File: config.mk
export PLATFORM = sky130hd
export DESIGN_NAME = cla_seq_ctrl
export DESIGN_NICKNAME = d
export VERILOG_FILES = /design/src/rtl/cla_seq_pkg.sv /design/src/rtl/cla_slice.sv /design/src/rtl/cla_seq_ctrl.sv
export SDC_FILE = /design/constraint.sdc
export NUM_CORES = 1
export LEC_CHECK = 0
export CAP_MARGIN = 40
export CORE_UTILIZATION = 52
export CTS_BUF_LIST = sky130_fd_sc_hd__clkbuf_4
export CTS_CLUSTER_SIZE = 20
export DETAILED_ROUTE_END_ITERATION = 10
export GPL_TIMING_DRIVEN = 0
export PLACE_DENSITY = 0.91
export SYNTH_ARGS = -nofsm -noshare
export SYNTH_HDL_FRONTEND = slang
export SYNTH_SLANG_ARGS = --single-unit
File: constraint.sdc
create_clock -name i_clk -period 8 [get_ports i_clk]
set_input_delay 1.6 -clock i_clk [delete_from_list [all_inputs] [get_ports i_clk]]
set_output_delay 1.6 -clock i_clk [all_outputs]
set_load 0.1 [all_outputs]
File: src/rtl/cla_seq_pkg.sv
// cla_seq_pkg: shared FSM state type and default slice width / beat count for cla_seq_ctrl
package cla_seq_pkg;
  typedef enum logic [1:0] {IDLE, RUN, DONE} state_e;
  localparam int WIDTH_DEF = 14;
  localparam int BEATS_DEF = 4;
endpackage

File: src/rtl/cla_slice.sv
// cla_slice: combinational WIDTH-bit carry-lookahead adder (i_a, i_b, i_ci -> o_s, o_co) using g=a&b, p=a|b
module cla_slice #(
  parameter int WIDTH = 14
) (
  input  logic [WIDTH-1:0] i_a,
  input  logic [WIDTH-1:0] i_b,
  input  logic             i_ci,
  output logic [WIDTH-1:0] o_s,
  output logic             o_co
);
  logic [WIDTH-1:0] gen, prop;
  logic [WIDTH:0]   c;
  assign gen  = i_a & i_b;
  assign prop = i_a | i_b;
  assign c[0] = i_ci;
  for (genvar i = 0; i < WIDTH; i++) begin : g_c
    assign c[i+1] = gen[i] | (prop[i] & c[i]);
  end
  assign o_s  = i_a ^ i_b ^ c[WIDTH-1:0];
  assign o_co = c[WIDTH];
endmodule

File: src/rtl/cla_seq_ctrl.sv
// cla_seq_ctrl: sequential multi-beat CLA adder; valid/ready operand in (i_add1,i_add2), valid/ready {carry,sum} out (o_result), o_busy; CLA_SEQ_SUB_EN adds i_sub (A+~B+1)
module cla_seq_ctrl
  import cla_seq_pkg::*;
#(
  parameter int WIDTH = WIDTH_DEF,
  parameter int BEATS = BEATS_DEF
) (
  input  logic                   i_clk,
  input  logic                   i_rst,
  input  logic                   i_valid,
  output logic                   o_ready,
  input  logic [WIDTH*BEATS-1:0] i_add1,
  input  logic [WIDTH*BEATS-1:0] i_add2,
`ifdef CLA_SEQ_SUB_EN
  input  logic                   i_sub,
`endif
  output logic                   o_valid,
  input  logic                   i_ready,
  output logic [WIDTH*BEATS:0]   o_result,
  output logic                   o_busy
);
  localparam int CW = $clog2(BEATS);
  localparam logic [CW-1:0] LAST = CW'(BEATS - 1);
  state_e state_q, state_d;
  logic [CW-1:0] cnt_q, cnt_d;
  logic carry_q, carry_d, sub_q, sub_d, sub_in, co;
  logic [WIDTH*BEATS-1:0] a_q, a_d, b_q, b_d;
  logic [WIDTH*BEATS:0] res_q, res_d;
  logic [WIDTH-1:0] a_sl, b_sl, s;
`ifdef CLA_SEQ_SUB_EN
  assign sub_in = i_sub;
`else
  assign sub_in = 1'b0;
`endif
  assign a_sl = a_q[cnt_q*WIDTH +: WIDTH];
  assign b_sl = b_q[cnt_q*WIDTH +: WIDTH] ^ {WIDTH{sub_q}};
  cla_slice #(.WIDTH(WIDTH)) u_slice (.i_a(a_sl), .i_b(b_sl), .i_ci(carry_q), .o_s(s), .o_co(co));
  always_comb begin
    state_d = state_q;
    cnt_d   = cnt_q;
    carry_d = carry_q;
    sub_d   = sub_q;
    a_d     = a_q;
    b_d     = b_q;
    res_d   = res_q;
    case (state_q)
      IDLE: if (i_valid) begin
        a_d     = i_add1;
        b_d     = i_add2;
        sub_d   = sub_in;
        cnt_d   = '0;
        carry_d = sub_in;
        state_d = RUN;
      end
      RUN: begin
        res_d[cnt_q*WIDTH +: WIDTH] = s;
        carry_d = co;
        cnt_d   = (cnt_q == LAST) ? cnt_q : cnt_q + 1'b1;
        if (cnt_q == LAST) begin
          res_d[WIDTH*BEATS] = co;
          state_d = DONE;
        end
      end
      DONE: state_d = i_ready ? IDLE : DONE;
      default: state_d = IDLE;
    endcase
  end
  always_ff @(posedge i_clk) begin
    if (i_rst) begin
      state_q <= IDLE;
      cnt_q   <= '0;
      carry_q <= 1'b0;
      sub_q   <= 1'b0;
      a_q     <= '0;
      b_q     <= '0;
      res_q   <= '0;
    end else begin
      state_q <= state_d;
      cnt_q   <= cnt_d;
      carry_q <= carry_d;
      sub_q   <= sub_d;
      a_q     <= a_d;
      b_q     <= b_d;
      res_q   <= res_d;
    end
  end
  assign o_ready  = state_q == IDLE;
  assign o_valid  = state_q == DONE;
  assign o_busy   = state_q != IDLE;
  assign o_result = res_q;
endmodule

After elaboration in Yosys (flattened, before gate mapping)

Cells that the tools add are included.

Output and inout port bits: 60
Input bits: 116
Bits in registers: 174
Word-level logic and storage cells: 69

Multipliers: 1
Add/sub/neg operators: 2
Reductions and logical operators: 7
Multiplexer cells: 11
Equality and inequality tests: 6
Bitwise operators: 32
Shift operators: 4

Operator list:

| operator                                                | number |
|---|---|
| variable part select 56 x 7 -> 14 bit                   | 2 |
| bitwise mux 57 bit                                      | 1 |
| variable shift 14 x 34 -> 57 bit (first input constant) | 1 |
| variable part select 14 x 34 -> 57 bit                  | 1 |
| negator 6 -> 34 bit                                     | 1 |
| XOR 14 bit                                              | 2 |
| AND 1 bit                                               | 14 |
| AND 14 bit                                              | 1 |
| bitwise OR 1 bit                                        | 14 |
| bitwise OR 14 bit                                       | 1 |
| two-way mux 2 bit                                       | 5 |
| inequality test 2 bit (second input constant)           | 3 |
| case mux 2 bit (3 select lines)                         | 1 |
| AND reduction 2 bit                                     | 3 |
| multiplier 2 x 3 -> 5 bit (second input constant)       | 1 |
| == test 2 bit (second input constant)                   | 2 |
| case mux 2 bit (2 select lines)                         | 1 |
| nonzero test 2 bit                                      | 2 |
| AND reduction 3 bit                                     | 1 |
| adder 2 x 1 -> 2 bit (second input constant)            | 1 |
| == test 2 x 1 -> 1 bit (second input constant)          | 1 |
| logical NOT 2 bit                                       | 1 |
| two-way mux 1 bit                                       | 2 |
| case mux 1 bit (2 select lines)                         | 1 |

Logic depth before layout (Yosys ltp)

Gate-level depths: netlist of the first run.

Depth after elaboration: 33
Mapped depth: 26
Mapped depth without buffers: 24

Cells and area by module

Synthesis of the first run repeated with hierarchy kept, for this count alone.

Cells, all modules: 936
Area, all modules: 8,199.1 um2

By module, submodules not included:

| module       | cells each | sequential area each (um2) | instances | area an instance (um2) |
|---|---|---|---|---|
| cla_seq_ctrl | 906        | 3,483.3                    | 1         | 7,858.8 |
| cla_slice    | 30         | 0.0                        | 1         | 340.3 |

Worst setup path before layout of the first run

Ideal clock, no wire load.

Kind: flip-flop to flip-flop
Start point: register cnt_q[0]
End point: register res_q[43] (netlist: o_result[43])
Arrival: 6,694 ps
Library setup time: 69 ps
Data required time: 7,931 ps
Path buffers: 2
Slack: 1,237 ps
Clock period less this slack: 6,763 ps
Stages on the path, launching flop included: 27
Cells stage by stage: dfxtp_1 buf_6 buf_4 mux4_2 inv_1 fa_1 inv_1 fa_1 fa_1 fa_1 fa_1 fa_1 fa_1 fa_1 fa_1 inv_1 fa_1 fa_1 fa_1 inv_1 fa_1 inv_1 fa_1 and2_1 a211oi_1 a222oi_1 nor2_1

Longest elaborated chain between the ends: 32
Elaborated cells on any way between the ends: 37
Classes of those cells: add/sub (1); mul (1); shift (4); mux (1); bitwise (30)

RTL lines:

| what                                                            | line                                                       | source |
|---|---|---|
| start: declaration                                              | cla_seq_ctrl.sv:25                                         | `logic [CW-1:0] cnt_q, cnt_d;` |
| start signal: assignment                                        | cla_seq_ctrl.sv:79                                         | `cnt_q <= cnt_d;` |
| multiplier 2 x 3 -> 5 bit *                                     | cla_seq_ctrl.sv:35, cla_seq_ctrl.sv:36, cla_seq_ctrl.sv:56 |  |
| variable part select 56 x 7 -> 14 bit, on equally long branches | cla_seq_ctrl.sv:35, cla_seq_ctrl.sv:36                     |  |
| bitwise OR 14 bit                                               | cla_slice.sv:14                                            | `assign prop = i_a \| i_b;` |
| AND 1 bit                                                       | cla_slice.sv:17                                            | `assign c[i+1] = gen[i] \| (prop[i] & c[i]);` |
| bitwise OR 1 bit                                                | cla_slice.sv:17                                            |  |
| AND 1 bit                                                       | cla_slice.sv:17                                            |  |
| bitwise OR 1 bit                                                | cla_slice.sv:17                                            |  |
| AND 1 bit                                                       | cla_slice.sv:17                                            |  |
| (+16 left out)                                                  | -                                                          |  |
| bitwise OR 1 bit                                                | cla_slice.sv:17                                            |  |
| AND 1 bit                                                       | cla_slice.sv:17                                            |  |
| bitwise OR 1 bit                                                | cla_slice.sv:17                                            |  |
| AND 1 bit                                                       | cla_slice.sv:17                                            |  |
| bitwise OR 1 bit                                                | cla_slice.sv:17                                            |  |
| XOR 14 bit                                                      | cla_slice.sv:19                                            | `assign o_s = i_a ^ i_b ^ c[WIDTH-1:0];` |
| variable part select 14 x 34 -> 57 bit                          | cla_seq_ctrl.sv:56                                         | `res_d[cnt_q*WIDTH +: WIDTH] = s;` |
| bitwise mux 57 bit *                                            | cla_seq_ctrl.sv:56                                         |  |
| end signal: assignment                                          | cla_seq_ctrl.sv:84                                         | `res_q <= res_d;` |
| end: declaration                                                | cla_seq_ctrl.sv:28                                         | `logic [WIDTH*BEATS:0] res_q, res_d;` |

Mark *: on every way between the ends. The rest lies on a longest branch, timed or not.
A chain may end at the register's enable or synchronous reset.

Final worst setup path of the first run

Same ends and word-level chain as after synthesis.

==> flow_metrics.py, run 1 <==
metrics = {
    "floorplanning": {
        "start_util_pct": 54.0,
        "die_h_microns": 123,
        "rows": 43,
        "top_level_ports": 176,
        "die_x_microns": 123,
        "core_sq_mm": 0.0141,
        "die_area_sq_mm": 0.0151,
    },
    "finish": {
        "area_growth_pct": 41.4,
        "layout.nets": 1226,
        "drive_above_1_share_pct": 15.5,
        "fin_util_pct": 76.4,
    },
    "setup_path": {
        "ff2ff_path_depth": 26,
        "cp_slowest_stage_delay_ns": 0.56,
        "critPathCapture": "o_result[43]",
        "cp_num_buf_inv": 7,
        "crit_cells": 26,
        "crit_path_start": "cnt_q[0]",
        "path_delay_family": "adder cells",
        "path_class": "reg2reg",
        "reg2reg_from": "cnt_q[0]",
        "crit_path_start_kind": "flop",
        "worst_r2r_endpoint": "o_result[43]",
        "crit_top_cell": "fa_1",
        "required_ns": 8.55,
        "slowest_stage": "dfxtp_1",
        "cp_max_fo": 10,
        "cp-end-kind": "flop",
        "critical_path_arrival_ns": 7.99,
        "reg2reg_setup_slack_ns": 0.55,
    },
    "global_routing": {
        "grt_max_degree": 17,
        "grt_pass1_wl_microns": 38200,
        "grt_use_total_pct": 34.3,
        "antenna_found_initial": 1,
        "grt_pass1_vias": 7105,
        "gr-total-overflow": 0,
    },
    "timing": {
        "slew_headroom_pct": 44.2,
        "max_slew.worst_pin.slew_ns": 0.836,
        "setup_violations": 0,
        "fin_crit_ns": 7.45,
        "setup_tns_ns": 0,
        "timing.final.hold_violations": 0,
        "period_share_pct": 93.1,
        "fmax_mhz": 134,
        "setup_ws_ns": 0.550,
        "clock_skew_ns": 0.0174,
        "grt_setup_unrepaired": "false",
        "final-max-slew-violation-count": 0,
    },
    "logic_synthesis": {
        "synth_cells": 836,
        "netlist_area_sq_mm": 0.00762,
        "yosys.area.top_type_share_pct": 45.7,
        "synth_area_leaders": "dfxtp_1, nand2_1, mux4_2",
        "ys_seq_area_share_pct": 45.7,
        "syn_avg_cell_area_sq_um": 9.11,
        "synth_async_sr_flop_share_pct": 0,
        "synth_cell_types": 53,
        "ys_top_cells_by_count": "nand2_1, dfxtp_1, a21oi_1, mux4_2, a22o_1",
        "syn_nets": 973,
        "synth_ff_type": "dfxtp_1",
        "synth_top_area_cell": "dfxtp_1",
        "yosysWarnings": 0,
        "synth_edf_count": 0,
        "ys_ff_latch": 174,
        "synth.most_common_cell": "nand2_1",
    },
    "clock_tree": {
        "numCtsBuffers": 17,
        "cts_tree": "built",
        "cts_setup_buffers": 0,
        "cts_hold_buf": 0,
        "clock_path_buffers": 2,
        "htreeDepth": 4,
        "clkSlewWorstSetupHoldPaths_ns": 0.14,
        "cts-root-buf": "clkbuf_4",
        "cts.sinks": 174,
        "clock_latency_ns": 0.60,
        "cts_resized": 0,
    },
    "power_and_ir_drop": {
        "seqPwrFrac_pct": 50.7,
        "comb_power_share_pct": 22.9,
        "clkPwrFrac_pct": 26.4,
        "p_per_area_mw_per_mm2": 170,
        "p_int_mw": 1.25,
        "switchingPower_mw": 0.580,
        "peakVddDrop_v": 0.0000968,
        "p_leak_nw": 4.08,
        "swShare_pct": 31.6,
    },
    "route": {
        "drt_pass1_iterations": 5,
        "wire_per_inst_microns": 19.4,
        "wirelength_microns": 24800,
        "vias_per_cell": 5.85,
        "num_vias": 7500,
        "dr.first_iter.drc_count": 714,
        "ant_nets": 0,
        "drcViolationCount": 0,
    },
    "hold_path": {
        "worst_hold_path_type": "reg2reg",
    },
    "placement": {
        "hpwl_microns": 18900,
        "port_buffers": 174,
        "finalWeightedCongestion": 0.926,
        "place_worst_setup_slack_ns": 0.635,
    },
    "outcome": {
        "status": "finished clean",
    },
    "flow_run": {
        "drv_cap": 0,
    },
}
[metal layers]
metal  vias to the layer above  GRT usage, %  share of wire, %  wire length [microns]
li1                       3378             -                 -                      -
met1                      3534          40.7                36                   8910
met2                       494          57.0                50                  12400
met3                        94          7.24               9.7                   2410
met4                         0          21.2               4.7                   1170
met5                         -             0                 0                      0
[worst reg2reg max path, cell delays in order (launching register included)]
cell,delay (ns)
dfxtp_1,0.56
buf_6,0.22
buf_4,0.26
mux4_2,0.55
inv_1,0.09
fa_1,0.17
inv_1,0.06
fa_1,0.37
fa_1,0.38
fa_1,0.39
fa_1,0.39
fa_1,0.39
fa_1,0.39
fa_1,0.40
fa_1,0.37
inv_1,0.08
fa_1,0.19
fa_1,0.20
fa_1,0.17
inv_1,0.05
fa_1,0.35
inv_1,0.08
fa_1,0.50
and2_1,0.20
a211oi_1,0.30
a222oi_1,0.15
nor2_1,0.13
[cell type report]
| type | count | area, sq um |
|---|---|---|
| well taps | 180 | 225 |
| flip-flops and latches | 174 | 3480 |
| clock buffers | 21 | 158 |
| inverters | 27 | 101 |
| fillers | 909 | 3330 |
| plain buffers | 62 | 339 |
| repair buffers | 234 | 2660 |
| clock inverters | 11 | 110 |
| diodes | 1 | 2.50 |
| multi-input cells | 573 | 3690 |
[power by group through the flow]
stage / logic, mW / clock network, mW / registers [mW]
final: 0.419 / 0.484 / 0.930
after detailed placement: 0.410 / 0 / 0.947
after floorplan: 0.218 / 0 / 0.968
after CTS: 0.412 / 0.481 / 0.929
after global placement: 0.387 / 0 / 0.945
after global routing: 0.444 / 0.520 / 0.933
[cells by family after synthesis]
group           after synthesis  share of synthesized area (%)
mux                          38                           10.4
fa+ha+maj                    21                           4.83
flops                       174                           45.7
simple gates                308                           17.0
xor+xnor                      1                          0.115
compound gates              205                           16.1
buf+inv                      89                           5.78
[cell usage in the layout (no fill, tap or decap), types with 5 or more instances in the layout]
cell type          n
fa_1              14
nand3_1            5
clkbuf_1          23
o21ai_0           17
nor2b_1            5
dfxtp_1          174
a22o_1            29
clkbuf_4          21
buf_2             15
mux2i_1            5
o21ai_1            5
nor2_1            21
a21oi_1          126
a22oi_1           10
buf_8             59
ha_1               7
buf_4             17
inv_1             26
clkdlybuf4s50_1  174
mux4_2            33
nand2_1          250
clkinvlp_4         6
[registers in the layout, indices dropped and copies added, names as in the netlist]
signal,flops
cnt_q,2
b_q,56
state_q,2
o_result,57
a_q,56
carry_q,1
[worst min-delay path by stage]
stage,startpoint,slack [ns],cells after the start,end
3_3_place_gp,o_result[39],0.44,2,o_result[39]
5_1_grt,a_q[1],0.48,2,a_q[1]
2_1_floorplan,a_q[28],0.43,2,a_q[28]
6_report,o_result[10],0.46,2,o_result[10]
3_5_place_dp,o_result[7],0.44,2,o_result[7]
4_1_cts,o_result[10],0.46,2,o_result[10]
[metrics by stage]
stage / cells / area (sq um) / hold slack [ns] / power (mW)
5_1_grt: 1283 / 10800 / 0.477 / 1.90
4_1_cts: 1282 / 10800 / 0.462 / 1.82
6_report: 1283 / 10800 / 0.463 / 1.83
2_1_floorplan: 836 / 7620 / 0.433 / 1.19
3_3_place_gp: 1190 / 9580 / 0.435 / 1.33
3_5_place_dp: 1250 / 10500 / 0.443 / 1.36
Power figures use the tool's default switching activity.
==> run 2: changes to the inputs <==
- PLACE_DENSITY: 0.91 -> 0.83
==> run 2 against run 1 <==
Clock skew rose by 0.0055 ns. Largest cell class unchanged. Critical path type unchanged. Global-route usage fell by 0.90 points. Worst hold slack lost 0.0015 ns. Die area unchanged. Register-to-register slack better by 0.05 ns.
==> flow_metrics.py, run 2 (same netlist as run 1, synthesis figures left out) <==
metrics = {
    "outcome": {
        "status": "finished clean",
    },
    "power_and_ir_drop": {
        "p_leak_nw": 4.11,
        "peakVddDrop_v": 0.000103,
        "finalPower_mw": 1.90,
        "p_per_area_mw_per_mm2": 176,
    },
    "global_routing": {
        "gr-total-overflow": 0,
        "grt_pass1_vias": 6985,
        "antenna_found_initial": 1,
        "grt_use_total_pct": 33.4,
        "grt_pass1_wl_microns": 37100,
        "grt_max_degree": 17,
    },
    "setup_path": {
        "path_delay_family": "adder cells",
        "worst_r2r_endpoint": "o_result[43]",
        "cp_num_buf_inv": 7,
        "path_class": "reg2reg",
        "cp-end-kind": "flop",
        "crit_path_start_kind": "flop",
        "reg2reg_setup_slack_ns": 0.60,
        "crit_top_cell": "fa_1",
        "cp_max_fo": 10,
        "crit_path_start": "cnt_q[0]",
        "required_ns": 8.54,
        "critical_path_arrival_ns": 7.94,
        "slowest_stage": "dfxtp_1",
        "reg2reg_from": "cnt_q[0]",
        "ff2ff_path_depth": 26,
        "cp_slowest_stage_delay_ns": 0.56,
    },
    "clock_tree": {
        "clkSlewWorstSetupHoldPaths_ns": 0.13,
        "numCtsBuffers": 17,
        "htreeDepth": 4,
        "cts_setup_buffers": 0,
        "cts_hold_buf": 0,
        "clock_path_buffers": 2,
        "cts_resized": 0,
        "clock_latency_ns": 0.61,
        "cts-root-buf": "clkbuf_4",
        "cts_tree": "built",
        "cts.sinks": 174,
    },
    "timing": {
        "slew_headroom_pct": 47.3,
        "setup_ws_ns": 0.597,
        "max_slew.worst_pin.slew_ns": 0.791,
        "timing.final.hold_violations": 0,
        "setup_tns_ns": 0,
        "setup_violations": 0,
        "grt_setup_unrepaired": "false",
        "clock_skew_ns": 0.0229,
        "fmax_mhz": 135,
        "final-max-slew-violation-count": 0,
        "period_share_pct": 92.5,
        "fin_crit_ns": 7.40,
    },
    "floorplanning": {
        "die_h_microns": 123,
        "core_sq_mm": 0.0141,
        "die_x_microns": 123,
        "top_level_ports": 176,
        "start_util_pct": 54.0,
        "rows": 43,
        "die_area_sq_mm": 0.0151,
    },
    "route": {
        "wirelength_microns": 23800,
        "drcViolationCount": 0,
        "vias_per_cell": 5.67,
        "ant_nets": 0,
        "wire_per_inst_microns": 18.6,
        "num_vias": 7255,
        "drt_pass1_iterations": 6,
        "dr.first_iter.drc_count": 641,
    },
    "placement": {
        "dp.cells": 1250,
        "finalWeightedCongestion": 0.922,
        "port_buffers": 174,
        "hpwl_microns": 18500,
        "dpl_cell_area_sq_mm": 0.0105,
        "place_worst_setup_slack_ns": 0.666,
    },
    "finish": {
        "layout.nets": 1226,
        "drive_above_1_share_pct": 15.3,
        "fillers": 999,
        "finalNonFillerCells": 1280,
        "fin_area_sq_mm": 0.0108,
        "largest_register_ffs": 57,
        "mostFrequentLayoutCells": "nand2_1, dfxtp_1, clkdlybuf4s50_1",
        "area_growth_pct": 41.8,
        "final_common_cell": "nand2_1",
    },
    "flow_run": {
        "drv_cap": 0,
    },
    "hold_path": {
        "holdPathEnd": "b_q[43]",
        "worst_hold_path_type": "reg2reg",
        "hold_start": "b_q[43]",
        "min_path_cells": 2,
    },
}
[run 2: cell count changes in the layout (fill, tap and decap cells not counted), sizes merged]
cell | previous run | this run
clkinvlp | 6 | 2
bufinv | 1 | 4
clkbuf | 45 | 44
inv | 30 | 29
[run 2: how the worst max path moves through the flow]
stage	to	slack [ns]	depth (start not counted)
CTS	o_result[43]	0.63	26
global placement	o_result[43]	0.69	26
detailed placement	o_result[43]	0.67	26
floorplan	o_result[43]	1.24	26
finish	o_result[43]	0.60	26
global route	o_result[43]	0.27	26
[run 2: layer usage]
layer | share of wire (%) | global-route usage, %
met5 | 0 | 0
met4 | 3.9 | 16.4
met3 | 7.8 | 7.33
met2 | 50 | 56.3
met1 | 38 | 40.5
[run 2: stage by stage]
stage	utilization, %	hold WS, ns
2_1_floorplan	-	0.433
3_3_place_gp	68.0	0.436
3_5_place_dp	74.4	0.443
4_1_cts	76.6	0.460
5_1_grt	76.6	0.478
6_report	76.6	0.461
[run 2: layout make-up]
type | count | area (sq um) | share of cell area, %
antenna | 1 | 2.50 | 0.0232
buffer | 62 | 339 | 3.14
clock buffer | 20 | 150 | 1.39
clock inverter | 9 | 161 | 1.49
inverter | 27 | 101 | 0.939
multi-input combinational | 573 | 3690 | 34.2
sequential | 174 | 3480 | 32.3
tap | 180 | 225 | 2.09
timing repair buffer | 234 | 2640 | 24.5
[run 2: power by group]
part	switching, mW	internal, mW	leakage [nW]
clock	0.305	0.256	0.162
combinational	0.236	0.177	2.53
sequential	0.0235	0.906	1.42
total	0.565	1.34	4.11
[run 2: worst min-delay path: cells and delay by family, from the launching register on]
| kind | cells | cell delay (ns) |
|---|---|---|
| flip-flops | 1 | 0.33 |
| AND/OR/NAND/NOR | 1 | 0.05 |
| AO/OA/AOI/OAI | 1 | 0.05 |
